**config.mk**
```make
export PLATFORM = sky130hd
export DESIGN_NAME = rx_alu_frame_collector
export DESIGN_NICKNAME = d
export VERILOG_FILES = /design/src/rtl/rx_alu_frame_collector.sv
export SDC_FILE = /design/constraint.sdc
export NUM_CORES = 1
export LEC_CHECK = 0
export ABC_CLOCK_PERIOD_IN_PS = 2250
export BUFFER_PORTS_ARGS = -buffer_cell sky130_fd_sc_hd__buf_4
export CORE_UTILIZATION = 26
export DETAILED_ROUTE_END_ITERATION = 12
export PLACE_DENSITY = 0.49
export SYNTH_ARGS = -nofsm -noshare
export SYNTH_HDL_FRONTEND = slang
export SYNTH_SLANG_ARGS = --single-unit
export TNS_END_PERCENT = 100
```
**constraint.sdc**
```tcl
create_clock -name i_clk -period 2.25 [get_ports i_clk]
set_clock_uncertainty 0.2 [all_clocks]
set_input_delay 0.225 -clock i_clk [delete_from_list [all_inputs] [get_ports i_clk]]
set_output_delay 0.225 -clock i_clk [all_outputs]
set_load 0.03 [all_outputs]
```
**src/rtl/rx_alu_frame_collector.sv**
```systemverilog
// Purpose  : assembles UART RX bytes into {A, B, opcode} frames (operands LSB byte first) for the ALU.
// Latency  : o_rx_alu_done / o_err_op pulse 1 cycle after the edge that accepts the opcode byte.
// Backpress: none; bytes are taken on each rising edge of i_done_data, and a stalled frame is dropped on timeout.
//
// Ports:
//   i_clk, i_rst          clock; synchronous reset, active low
//   i_data, i_done_data   RX byte and its byte-done strobe (level, counted once per rising edge)
//   o_a, o_b, o_op        last good frame, held until the next good frame
//   o_rx_alu_done         1-cycle pulse when o_a/o_b/o_op update
//   o_busy                high while a frame is partially received
//   o_err_timeout         1-cycle pulse: partial frame dropped after TIMEOUT_CYC idle cycles
//   o_err_op              1-cycle pulse: frame dropped, opcode byte has bits set above NB_OPERADOR
module rx_alu_frame_collector #(
  parameter int DBIT        = 8,
  parameter int NB_DATA     = 16,
  parameter int NB_OPERADOR = 6,
  parameter int TIMEOUT_CYC = 1000
) (
  input  logic                   i_clk,
  input  logic                   i_rst,
  input  logic [DBIT-1:0]        i_data,
  input  logic                   i_done_data,
  output logic [NB_DATA-1:0]     o_a,
  output logic [NB_DATA-1:0]     o_b,
  output logic [NB_OPERADOR-1:0] o_op,
  output logic                   o_rx_alu_done,
  output logic                   o_busy,
  output logic                   o_err_timeout,
  output logic                   o_err_op
);

  localparam int N  = NB_DATA / DBIT;
  localparam int IW = (N > 1) ? $clog2(N) : 1;
  // The counter only has to hold 0 .. TIMEOUT_CYC-1; expiry is detected on the last value.
  localparam int CW = (TIMEOUT_CYC > 1) ? $clog2(TIMEOUT_CYC) : 1;
  localparam logic [IW-1:0] IDX_LAST = IW'(N - 1);
  localparam logic [CW-1:0] TO_LAST  = (TIMEOUT_CYC > 0) ? CW'(TIMEOUT_CYC - 1) : '0;
  localparam bit            TO_EN    = (TIMEOUT_CYC > 0);

  typedef enum logic [1:0] {
    ST_A  = 2'd0,
    ST_B  = 2'd1,
    ST_OP = 2'd2
  } state_t;

  state_t               state_q, state_d;
  logic [IW-1:0]        idx_q, idx_d;
  logic                 strobe_q;
  logic [NB_DATA-1:0]   shadow_a_q, shadow_b_q;
  logic [CW-1:0]        cnt_q;

  logic accept;
  logic idx_last;
  logic op_legal;
  logic expire;
  logic frame_ok;
  logic frame_bad;

  assign accept   = i_done_data & ~strobe_q;
  assign idx_last = (idx_q == IDX_LAST);
  assign op_legal = ((i_data >> NB_OPERADOR) == '0);
  // An accepted byte always beats a simultaneous expiry.
  assign expire   = TO_EN && o_busy && !accept && (cnt_q == TO_LAST);

  // Next-state logic
  always_comb begin
    state_d   = state_q;
    idx_d     = idx_q;
    frame_ok  = 1'b0;
    frame_bad = 1'b0;
    if (accept) begin
      case (state_q)
        ST_A: begin
          if (idx_last) begin
            idx_d   = '0;
            state_d = ST_B;
          end else begin
            idx_d = idx_q + IW'(1);
          end
        end
        ST_B: begin
          if (idx_last) begin
            idx_d   = '0;
            state_d = ST_OP;
          end else begin
            idx_d = idx_q + IW'(1);
          end
        end
        ST_OP: begin
          state_d   = ST_A;
          idx_d     = '0;
          frame_ok  = op_legal;
          frame_bad = ~op_legal;
        end
        default: begin
          state_d = ST_A;
          idx_d   = '0;
        end
      endcase
    end else if (expire) begin
      state_d = ST_A;
      idx_d   = '0;
    end
  end

  // State register; busy is registered from the next state so it tracks state exactly.
  always_ff @(posedge i_clk) begin
    if (!i_rst) begin
      state_q <= ST_A;
      idx_q   <= '0;
      o_busy  <= 1'b0;
    end else begin
      state_q <= state_d;
      idx_q   <= idx_d;
      o_busy  <= (state_d != ST_A) || (idx_d != '0);
    end
  end

  // Datapath: edge register, shadows, idle counter and output registers.
  always_ff @(posedge i_clk) begin
    if (!i_rst) begin
      strobe_q      <= 1'b0;
      shadow_a_q    <= '0;
      shadow_b_q    <= '0;
      cnt_q         <= '0;
      o_a           <= '0;
      o_b           <= '0;
      o_op          <= '0;
      o_rx_alu_done <= 1'b0;
      o_err_op      <= 1'b0;
      o_err_timeout <= 1'b0;
    end else begin
      strobe_q      <= i_done_data;
      o_rx_alu_done <= frame_ok;
      o_err_op      <= frame_bad;
      o_err_timeout <= expire;
      if (accept) begin
        cnt_q <= '0;
        case (state_q)
          ST_A:    shadow_a_q[int'(idx_q)*DBIT +: DBIT] <= i_data;
          ST_B:    shadow_b_q[int'(idx_q)*DBIT +: DBIT] <= i_data;
          ST_OP: begin
            if (frame_ok) begin
              o_a  <= shadow_a_q;
              o_b  <= shadow_b_q;
              o_op <= i_data[NB_OPERADOR-1:0];
            end
          end
          default: ;
        endcase
      end else if (expire) begin
        cnt_q      <= '0;
        shadow_a_q <= '0;
        shadow_b_q <= '0;
      end else if (o_busy && TO_EN) begin
        cnt_q <= cnt_q + CW'(1);
      end
    end
  end

endmodule
```
==> summary.md, run 1 <==
| Metric | Value |
|---|---|
| Count of buffers from port buffering | between 50 and 60 |
| Area of the mapped netlist | between 3000 and 4000 µm² |
| Num CTS Buffers | 9 |
| Synth Area per Inst | 9.00 µm² |
| # setup viols final | 0 |
| Detailed-router iteration count before antenna repair | 4 |
| Overall routed net length | 9.35 mm |
| Biggest fanout along the worst timing path | 38 |
| Transition time of the tightest slew-check pin | 0.724 ns |
| Seq cells post-synth | 88 |
| CTS sink cnt | 88 |
| Root buffer selected by CTS | sky130_fd_sc_hd__clkbuf_16 |
| Detailed-route via count | between 3000 and 4000 |
| Setup CP Type | in -> reg |
| Antenna violations before repair | 0 |
| Normalized max-slew margin | between 50 and 60% |
| Clock latency on the worst-skew pair | around 0.34 ns |
| Number of slew-limit violations in the final report | 0 |
| Max-cap violations | 0 |
| Clock Path Buffers | 2 |
| Crit path cell chain | dlygate4sd3_1 > buf_4 > or3b_2 > o21ai_0 > a21boi_0 |
| Count of cell types in the netlist | just over 40 |
| Data arrival, critical path | about 2.1 ns |
| Top cell type's share of synthesized area | 49.0% |
| P_leak | roughly 1.7 nW |
| Cell depth of the worst min-delay path | 3 |
| Design Area, Final | about 4600 µm² |
| Setup Fix Bufs, Post-CTS | 0 |
| Number of primary I/O pins | 53 |
| Worst hold-check path type | in -> reg |
| Setup total negative slack | 0 ns |
| Placeable Area | about 13000 µm² |
| Commonest register cell after synthesis | sky130_fd_sc_hd__dfxtp_1 |
| Syn_nets | between 400 and 500 |
| First-pass GRT wire length | about 15 mm |
| Worst path max stage delay | just under 0.8 ns |
| Worst-path clk slew | approximately 0.060 ns |
| Post-detailed-placement cell area | ~4200 µm² |
| Leading cell types by count after synthesis | sky130_fd_sc_hd__dfxtp_1, sky130_fd_sc_hd__nand3_1, sky130_fd_sc_hd__o21ai_0 |
| Most repeated cell in the gate-level netlist after synthesis | sky130_fd_sc_hd__dfxtp_1 |
| Sequential cell area | about 1800 µm² |
| Count of flip-flops with a built-in enable after synthesis | 0 |
| VDD IR-drop max | between 0.0003 and 0.0004 V |
| Cell Rows | between 40 and 50 |
| First-iteration detailed-routing DRC count | 93 |
| Crit path max-delay cell type | sky130_fd_sc_hd__or3b_2 |
| Number of cells on the worst reg-to-reg path | 4 |
| Floorplan die height | 120 µm |
| Final weighted congestion in routability-driven placement | 0.788 |
| Post-synthesis cell count | around 400 |
| Initial core utilization | 26.9% |
| Maximum clock frequency | ~0.47 GHz |
| Final hold violation count | 0 |
| Post-detailed-route count of antenna-violating nets | 0 |
| Largest net degree at the start of global routing | 39 |
| TritonCTS clock tree | yes |
| Outcome | complete, no violations |
| H-Tree Depth | 3 |
| RSZ-0062 raised after global routing | no |
| Post-detailed-route DRC marker count | 0 |
| Minimum clock period | 2.12 ns |
| Die boundary width | roughly 120 µm |
| Kind of capture point of the worst setup path | register |
| Kind of start point of the critical path | primary input |
| Routed length per instance | about 15 µm |
| Launch instance of the worst register-to-register path | state_q[0] |
| GR Util All Layers | 13.8% |
| Synth Warn # | 0 |
| Number of global-route vias before repair | 2996 |
| Critical Path Source | i_data[6] |
| DP HPWL | 6.34 mm |
| End-of-flow core utilization | between 30% and 40% |
| Overflow left after global routing | 0 |
| Post-route fraction of the period consumed by the critical path | between 90% and 100% |
| Proportion of synthesized flip-flops having asynchronous set or reset | 0% |
| Number of filler instances in the final layout | between 1000 and 1500 |
| Signed area change from the synthesized netlist to the final layout | 28.3% |
| Vias per inst | 4.78 |
| Share of cells above drive strength 1 | about a fifth |
| Sequential share of the synthesized area | 49.0% |
| Footprint of the multi-input gates | ~1500 µm² |
| Total inserted antenna cells | 0 |
| Die outline area | around 14000 µm² |
| Required arrival time at the worst endpoint | around 2.3 ns |
| Total power density per cell area | ~760 nW/µm² |
| Library cell occupying the most area in the post-synthesis netlist | sky130_fd_sc_hd__dfxtp_1 |
| Ranking of synthesized cells by area | sky130_fd_sc_hd__dfxtp_1, sky130_fd_sc_hd__nand3_1, sky130_fd_sc_hd__a21boi_0 |
| Net count of the finished layout | 464 |
| Start point of the worst min-delay path | i_data[7] |
cells by family after synthesis:
family                   Yosys count  share of synthesized area, %
adder cells (fa/ha/maj)            1                         0.348
XOR/XNOR                           4                         0.975
multiplexers                       1                         0.279
buffers and inverters             74                          8.60
flip-flops                        88                          49.0
AND/OR/NAND/NOR                  106                          16.6
AO/OA/AOI/OAI                    125                          24.1
flip-flops by register name, summed over array words and instances (netlist names), 2 cells and up:
signal / cells
cnt_q: 10
o_a: 16
o_b: 16
o_op: 6
shadow_a_q: 16
shadow_b_q: 16
state_q: 2
timing repair:
action | in CTS | in global routing
hold buffers | 8 | 0
hold endpoints to repair | 20 | 0
resized for setup | 0 | 0
setup endpoints to repair | 0 | 0
report_power, final:
| group | total, mW | internal, mW | switching (mW) | leakage, nW |
|---|---|---|---|---|
| Clock | 1.67 | 1.06 | 0.608 | 0.161 |
| Sequential | 1.61 | 1.58 | 0.0226 | 0.711 |
| Combinational | 0.219 | 0.0835 | 0.136 | 0.788 |
area by class of cell:
class	instances	share of cell area (%)
clock buffer	12	5.78
clock inverter	4	1.63
inverter	40	3.26
multi-input combinational	237	33.3
sequential	88	38.2
tap	176	4.78
timing repair buffer	76	13.1
worst max-delay path, delay by kind of cell:
kind            cells  cell delay, ns
simple gates        1            0.78
buf+inv             2            0.72
compound gates      2            0.40
metrics by stage:
stage                     hold WS, ns  setup WS [ns]  total power, mW  cells
after floorplan                 0.147          0.317             1.76    399
after global placement          0.257          0.386             1.85    609
after detailed placement        0.254          0.348             1.85    609
after CTS                     0.00398          0.147             3.54    633
after global routing           0.0355        0.00458             3.63    633
final                          0.0227          0.128             3.50    633
layer usage:
layer | GRT usage [%] | wire length (µm)
met5 | 0 | 0
met4 | 5.70 | 140
met3 | 3.33 | 358
met2 | 21.3 | 4220
met1 | 18.5 | 4640
final timing paths:
check	to	slack (ns)
worst max-delay path	o_b[2]	0.13
worst min-delay path	shadow_b_q[15]	0.02
worst max register to register	o_op[4]	0.36
worst min register to register	o_b[13]	0.27
layout by cell type, fill, tap and decap left out, types with 2 or more instances in the layout:
cell type,count
sky130_fd_sc_hd__clkbuf_16,9
sky130_fd_sc_hd__dfxtp_1,88
sky130_fd_sc_hd__nor2_1,3
sky130_fd_sc_hd__and2_1,4
sky130_fd_sc_hd__xor2_1,3
sky130_fd_sc_hd__or3_1,2
sky130_fd_sc_hd__o31ai_1,20
sky130_fd_sc_hd__buf_4,67
sky130_fd_sc_hd__inv_1,40
sky130_fd_sc_hd__nor3_1,6
sky130_fd_sc_hd__a21boi_0,33
sky130_fd_sc_hd__dlygate4sd3_1,8
sky130_fd_sc_hd__clkbuf_8,3
sky130_fd_sc_hd__nand3_1,62
sky130_fd_sc_hd__a21boi_1,5
sky130_fd_sc_hd__nand4_1,3
sky130_fd_sc_hd__o32ai_1,15
sky130_fd_sc_hd__o21ai_0,44
sky130_fd_sc_hd__a211oi_1,4
sky130_fd_sc_hd__and3b_1,2
sky130_fd_sc_hd__or4_1,3
sky130_fd_sc_hd__nor3b_2,2
sky130_fd_sc_hd__bufinv_16,2
sky130_fd_sc_hd__and3_1,2
sky130_fd_sc_hd__clkinvlp_4,2
sky130_fd_sc_hd__nor2b_1,2
sky130_fd_sc_hd__nand2_1,7
(Power assumes the default switching activity.)
==> inputs of run 2 (changes only) <==
--- a/config.mk
+++ b/config.mk
@@ -8,7 +8,9 @@
 export ABC_CLOCK_PERIOD_IN_PS = 2250
 export BUFFER_PORTS_ARGS = -buffer_cell sky130_fd_sc_hd__buf_4
 export CORE_UTILIZATION = 26
+export CTS_BUF_LIST = sky130_fd_sc_hd__clkbuf_4 sky130_fd_sc_hd__clkbuf_8
 export DETAILED_ROUTE_END_ITERATION = 12
+export GPL_TIMING_DRIVEN = 0
 export PLACE_DENSITY = 0.49
 export SYNTH_ARGS = -nofsm -noshare
 export SYNTH_HDL_FRONTEND = slang
==> summary.md, run 2 (same netlist as run 1, synthesis figures left out) <==
| Metric | Value |
|---|---|
| Floorplan die height | 120 µm (unchanged) |
| Count of buffers from port buffering | 52 (unchanged) |
| Final weighted congestion in routability-driven placement | 0.817 (+3.7%) |
| Die boundary width | 120 µm (unchanged) |
| Detailed-router iteration count before antenna repair | 4 (unchanged) |
| Crit path cell chain | dlygate4sd3_1 > buf_4 > or3b_2 > clkbuf_1 > o21ai_0 > a21boi_0 |
| RSZ-0062 raised after global routing | no |
| DP HPWL | 6.84 mm (+7.8%) |
| Total inserted antenna cells | 0 (unchanged) |
| Detailed-route via count | 3098 (+2.3%) |
| # setup viols final | 0 (unchanged) |
| Post-route fraction of the period consumed by the critical path | 93.7% (-0.55 points) |
| Worst path max stage delay | 0.61 ns (-0.17 ns) |
| Signed area change from the synthesized netlist to the final layout | 26.1% |
| Normalized max-slew margin | 59.1% (+7.3 points) |
| Most frequent cells in the layout | sky130_fd_sc_hd__dfxtp_1, sky130_fd_sc_hd__nand3_1, sky130_fd_sc_hd__buf_4 |
| Crit path max-delay cell type | sky130_fd_sc_hd__or3b_2 |
| Setup Fix Bufs, Post-CTS | 0 (unchanged) |
| Cell Rows | 42 (unchanged) |
| Clock latency on the worst-skew pair | 0.36 ns (+0.02 ns) |
| Register-to-Register Setup Slack | 0.16 ns (-0.20 ns) |
| Critical Path Source | i_data[6] |
| Transition time of the tightest slew-check pin | 0.611 ns (-0.113 ns) |
| Post-detailed-route DRC marker count | 0 (unchanged) |
| Number of cells on the worst reg-to-reg path | 5 (+1) |
| Setup total negative slack | 0 ns (unchanged) |
| Post-detailed-route count of antenna-violating nets | 0 (unchanged) |
| Net count of the finished layout | 482 (+3.9%) |
| Total Power | 3.08 mW (-12%) |
| Number of filler instances in the final layout | 1423 (-0.70%) |
| CTS sink cnt | 88 (unchanged) |
| Design Area, Final | 4530 µm² (-1.8%) |
| Data arrival, critical path | 2.16 ns (+0.02 ns) |
| Die outline area | 14300 µm² (unchanged) |
| Biggest fanout along the worst timing path | 11 (-71%) |
| First-pass GRT wire length | 15.5 mm (+0.23%) |
| Clock Path Buffers | 2 (unchanged) |
| Total power density per cell area | 679 nW/µm² (-10%) |
| Number of primary I/O pins | 53 (unchanged) |
| Antenna violations before repair | 0 (unchanged) |
| Required arrival time at the worst endpoint | 2.30 ns (+0.03 ns) |
| Worst-path clk slew | 0.09 ns (+0.03 ns) |
| Worst reg2reg path endpoint | shadow_a_q[5] |
| Largest net degree at the start of global routing | 15 (-62%) |
| Overall routed net length | 9.51 mm (+1.7%) |
| Share of cells above drive strength 1 | 18.7% (-1.4 points) |
| Num CTS Buffers | 9 (unchanged) |
| Minimum clock period | 2.11 ns (-0.0124 ns) |
| Launch instance of the worst register-to-register path | cnt_q[0] |
| Final setup slack of the worst path | 0.141 ns (+0.0124 ns) |
| Count of buffering cells on the critical path with inverters included | 3 (+1) |
| GR Util All Layers | 13.8% (-0.066 points) |
| Crit path max-delay family | buffers and inverters |
| Kind of start point of the critical path | primary input |
| Final cell count without fillers | 651 (+2.8%) |
| H-Tree Depth | 3 (unchanged) |
| Maximum clock frequency | 0.474 GHz (+0.59%) |
| Number of slew-limit violations in the final report | 0 (unchanged) |
| Overflow left after global routing | 0 (unchanged) |
| Max-cap violations | 0 (unchanged) |
| P_leak | 1.62 nW (-2.4%) |
| Vias per inst | 4.76 (-0.48%) |
| Routed length per instance | 14.6 µm (-1.1%) |
| Placeable Area | 13300 µm² (unchanged) |
| Most frequent standard cell in the layout excluding fill and tap cells | sky130_fd_sc_hd__dfxtp_1 |
| Cell depth of the worst setup path | 6 (+1) |
| VDD IR-drop max | 0.000253 V (-24%) |
| Worst hold-check path type | in -> reg |
| Final hold violation count | 0 (unchanged) |
| Cells after DPL | 627 (+3.0%) |
| Endpoint of the most critical setup path | o_op[2] |
| Post-detailed-placement cell area | 4200 µm² (+0.36%) |
| First-iteration detailed-routing DRC count | 82 (-12%) |
| TritonCTS clock tree | yes |
| Root buffer selected by CTS | sky130_fd_sc_hd__clkbuf_8 |
| Initial core utilization | 26.9% (unchanged) |
| Kind of capture point of the worst setup path | register |
| Worst slack at placement | 0.178 ns (-0.170 ns) |
| Number of global-route vias before repair | 3034 (+1.3%) |
| Outcome | complete, no violations |
| Setup CP Type | in -> reg |
## run 2: changes by cell type in the layout (fill, tap and decap cells not counted), moves of 2 or more
cell	delta
sky130_fd_sc_hd__clkinv_2	+2
sky130_fd_sc_hd__clkbuf_1	+19
sky130_fd_sc_hd__clkbuf_8	+8
sky130_fd_sc_hd__buf_6	+3
sky130_fd_sc_hd__clkbuf_16	-9
sky130_fd_sc_hd__buf_4	-15
sky130_fd_sc_hd__buf_2	+6
sky130_fd_sc_hd__clkbuf_2	+4
sky130_fd_sc_hd__clkinvlp_4	-2
## run 2: per-stage QoR
step | hold WS (ns) | util (%)
5_1_grt | 0.0410 | 33.9
4_1_cts | 0.0336 | 33.9
2_1_floorplan | 0.147 | -
3_5_place_dp | 0.255 | 31.5
3_3_place_gp | 0.252 | 31.5
6_report | 0.0499 | 33.9
## run 2: power breakdown
part           total, mW  internal, mW  switching (mW)  leakage [nW]
clock network       1.25         0.685           0.566         0.119
registers           1.60          1.58          0.0202         0.711
logic              0.224        0.0811           0.143         0.789
total               3.08          2.35           0.729          1.62
## run 2: timing repair
action                                  in CTS  in global routing
gates resized for setup                      0                  7
hold buffers                                 9                  0
endpoints found under the setup margin       0                 19
hold endpoints to repair                    34                  0
## run 2: area by class of cell
type	instances	area, µm²	area share (%)
multi-input cells	237	1530	33.7
inverters	40	150	3.32
clock buffers	11	151	3.34
well taps	176	220	4.86
flip-flops and latches	88	1760	38.9
repair buffers	61	480	10.6
clock inverters	5	78.8	1.74
plain buffers	33	159	3.51
## run 2: how the worst min path moves through the flow
stage | startpoint | endpoint | cells after the start
after global placement | shadow_b_q[0] | shadow_b_q[0] | 2
after detailed placement | shadow_b_q[7] | shadow_b_q[7] | 2
final | i_rst | shadow_b_q[9] | 3
after global routing | i_rst | shadow_b_q[8] | 3
after floorplan | i_done_data | strobe_q | 1
after CTS | i_rst | shadow_b_q[9] | 3
## run 2: routing by layer
layer | GRT usage (%) | vias to the layer above | wire, µm | part of all wire [%]
li1 | - | 1564 | - | -
met4 | 5.70 | 0 | 176 | 1.9
met1 | 19.3 | 1453 | 4780 | 50
met3 | 2.80 | 14 | 428 | 4.5
met5 | 0 | - | 0 | 0
met2 | 20.5 | 67 | 4120 | 43
## run 2: worst min-delay path: cells and delay by family
family,cells,cell delay (ns)
compound gates,2,0.20
buf+inv,1,0.14
==> inputs of run 3 (changes only) <==
--- a/config.mk
+++ b/config.mk
@@ -5,7 +5,7 @@
 export SDC_FILE = /design/constraint.sdc
 export NUM_CORES = 1
 export LEC_CHECK = 0
-export ABC_CLOCK_PERIOD_IN_PS = 2250
+export ABC_CLOCK_PERIOD_IN_PS = 2350
 export BUFFER_PORTS_ARGS = -buffer_cell sky130_fd_sc_hd__buf_4
 export CORE_UTILIZATION = 26
 export CTS_BUF_LIST = sky130_fd_sc_hd__clkbuf_4 sky130_fd_sc_hd__clkbuf_8
==> constraint.sdc (replaced) <==
create_clock -name i_clk -period 2.35 [get_ports i_clk]
set_clock_uncertainty 0.2 [all_clocks]
set_input_delay 0.235 -clock i_clk [delete_from_list [all_inputs] [get_ports i_clk]]
set_output_delay 0.235 -clock i_clk [all_outputs]
set_load 0.03 [all_outputs]
==> summary.md, run 3 (same netlist as run 1, synthesis figures left out) <==
| Metric | Value |
|---|---|
| Outcome | complete, no violations |
| # setup viols final | 0 (unchanged) |
| Total inserted antenna cells | 0 (unchanged) |
| Routed length on met1 | 4.73 mm (-1.1%) |
| Post-detailed-route count of antenna-violating nets | 0 (unchanged) |
| Number of slew-limit violations in the final report | 0 (unchanged) |
| Maximum clock frequency | 0.449 GHz |
| Root buffer selected by CTS | sky130_fd_sc_hd__clkbuf_8 |
| Net count of the finished layout | 483 (+0.21%) |
| Minimum clock period | roughly 2.2 ns |
| Clock latency on the worst-skew pair | 0.35 ns (about the same) |
| Worst path max stage delay | 0.54 ns (-0.07 ns) |
| Detailed-router iteration count before antenna repair | 4 (unchanged) |
| Post-route fraction of the period consumed by the critical path | between 90 and 100% |
| Floorplan die height | 120 µm (unchanged) |
| Kind of start point of the critical path | primary input |
| Total length of routed met3 wires | 462 µm (+7.9%) |
| P_leak | 1.61 nW (-0.59%) |
| Vias per inst | 4.69 (-1.5%) |
| CTS sink cnt | 88 (unchanged) |
| Overall routed net length | 9.52 mm (about the same) |
| Overflow left after global routing | 0 (unchanged) |
| Setup CP Type | in -> reg |
| Max-cap violations | 0 (unchanged) |
| Proportion of power drawn by the clock network | 40.5% (-0.2 points) |
| Transition time of the tightest slew-check pin | 0.630 ns (+0.0185 ns) |
| Normalized max-slew margin | 57.8% (-1.2 points) |
| Setup Fix Bufs, Post-CTS | 0 (unchanged) |
| Detailed-route via count | 3056 (-1.4%) |
| Clock Path Buffers | 2 (unchanged) |
| Post-detailed-placement cell area | 4200 µm² (unchanged) |
| Cell depth of the worst setup path | 7 (+1) |
| Net load switching power | 0.691 mW (-5.3%) |
| Routed length per instance | 14.6 µm (about the same) |
| Placeable Area | 13300 µm² (unchanged) |
| Biggest fanout along the worst timing path | 10 (-1) |
| Antenna violations before repair | 0 (unchanged) |
| Post-detailed-route DRC marker count | 0 (unchanged) |
| Internal power summed over all cells | 2.25 mW (-4.3%) |
| Crit path max-delay cell type | sky130_fd_sc_hd__dlygate4sd3_1 |
| Total power density per cell area | 649 nW/µm² (-4.4%) |
| Worst-path clk slew | 0.09 ns (about the same) |
| Initial core utilization | 26.9% (unchanged) |
| Endpoint of the most critical setup path | o_a[5] |
| Number of cells on the worst reg-to-reg path | 5 (unchanged) |
| Most frequent standard cell in the layout excluding fill and tap cells | sky130_fd_sc_hd__dfxtp_1 |
| Sum of met2 wire segment lengths after detailed routing | 4.16 mm (+0.92%) |
| Worst reg2reg path endpoint | shadow_a_q[5] |
| Final hold violation count | 0 (unchanged) |
| Kind of capture point of the worst setup path | register |
| Num CTS Buffers | 9 (unchanged) |
| End-of-flow core utilization | 33.9% (-0.038 points) |
| Crit path cell chain | dlygate4sd3_1 > buf_4 > or3b_2 > clkbuf_1 > clkbuf_1 > o21ai_0 > a21boi_0 |
| Final weighted congestion in routability-driven placement | 0.817 (unchanged) |
| CP dominant cell by count | sky130_fd_sc_hd__clkbuf_1 |
| Critical Path Source | i_data[6] |
| Die outline area | 14300 µm² (unchanged) |
| Share of cells above drive strength 1 | 17.9% (-0.88 points) |
| VDD IR-drop max | 0.000242 V (-4.3%) |
| Total Power | 2.94 mW (-4.5%) |
| Footprint of the multi-input gates | 1520 µm² (-0.33%) |
| Required arrival time at the worst endpoint | 2.39 ns (+0.09 ns) |
| Combinational fraction of design power | 7.3% (about the same) |
| Sequential share of power | 52.2% (about the same) |
| Register-to-Register Setup Slack | 0.26 ns (+0.10 ns) |
| Sequential cell area | 1760 µm² (unchanged) |
| Number of global-route vias before repair | 3034 (unchanged) |
| Crit path max-delay family | buffers and inverters |
| Launch instance of the worst register-to-register path | cnt_q[0] |
| Count of buffers from port buffering | 52 (unchanged) |
| Topmost layer with routed signal wires | met4 |
| Die boundary width | 120 µm (unchanged) |
| H-Tree Depth | 3 (unchanged) |
| Worst hold-check path type | in -> reg |
| Number of filler instances in the final layout | 1422 (-0.070%) |
| Setup total negative slack | 0 ns (unchanged) |
| Largest net degree at the start of global routing | 15 (unchanged) |
| Design Area, Final | 4520 µm² (-0.11%) |
| Data arrival, critical path | 2.27 ns (+0.11 ns) |
| Signed area change from the synthesized netlist to the final layout | 25.9% |
| Count of buffering cells on the critical path with inverters included | 4 (+1) |
| First-iteration detailed-routing DRC count | 89 (+8.5%) |
| Cell Rows | 42 (unchanged) |
| DP HPWL | 6.84 mm (unchanged) |
| First-pass GRT wire length | 15.5 mm (unchanged) |
| Most frequent cells in the layout | sky130_fd_sc_hd__dfxtp_1, sky130_fd_sc_hd__nand3_1, sky130_fd_sc_hd__buf_4 |
| Switching portion of total power | 23.5% (-0.18 points) |
| RSZ-0062 raised after global routing | no |
| Number of primary I/O pins | 53 (unchanged) |
| TritonCTS clock tree | yes |
| GR Util All Layers | 13.8% (unchanged) |
run 3: cell type report:
type | count | share of cell area, %
flip-flops and latches | 88 | 38.9
inverters | 40 | 3.32
multi-input cells | 237 | 33.6
plain buffers | 34 | 3.51
repair buffers | 61 | 10.6
well taps | 176 | 4.87
clock inverters | 5 | 1.74
clock buffers | 11 | 3.35
run 3: worst register-to-register path: stages, from the launching register on:
cell	delay, ns
sky130_fd_sc_hd__dfxtp_1	0.39
sky130_fd_sc_hd__ha_1	0.23
sky130_fd_sc_hd__nand3_2	0.18
sky130_fd_sc_hd__o41ai_4	0.63
sky130_fd_sc_hd__buf_6	0.23
sky130_fd_sc_hd__o32ai_1	0.10
run 3: power groups by stage:
stage	Clock (mW)	Sequential (mW)	Combinational [mW]
6_report	1.19	1.53	0.214
5_1_grt	1.29	1.54	0.237
4_1_cts	1.23	1.53	0.215
3_5_place_dp	0	1.57	0.202
3_3_place_gp	0	1.57	0.199
2_1_floorplan	0	1.57	0.124
run 3: how the worst min path moves through the flow:
stage	slack (ns)	endpoint	startpoint	cells past startpoint
final	0.07	shadow_b_q[9]	i_rst	3
after global routing	0.05	shadow_b_q[8]	i_rst	3
after CTS	0.04	shadow_b_q[9]	i_rst	3
after detailed placement	0.25	shadow_b_q[7]	shadow_b_q[7]	2
after global placement	0.25	shadow_b_q[0]	shadow_b_q[0]	2
after floorplan	0.16	strobe_q	i_done_data	1
run 3: metal layers:
metal	vias to the layer above	global-route usage, %
met5	-	0
met4	0	5.70
met2	64	20.5
met3	13	2.80
li1	1567	-
met1	1412	19.3
run 3: metrics by stage:
stage,hold slack (ns),instances,worst slack (ns)
final,0.0652,652,0.121
after global placement,0.252,627,0.319
after CTS,0.0436,652,0.144
after detailed placement,0.255,627,0.278
after global routing,0.0510,652,0.0149
after floorplan,0.157,399,0.417
run 3: timing repair:
| action | 4_1_cts | 5_1_grt |
|---|---|---|
| setup endpoints to repair | 0 | 0 |
| gates resized for setup | 0 | 0 |
| hold buffers | 9 | 0 |
| endpoints found under the hold margin | 31 | 0 |
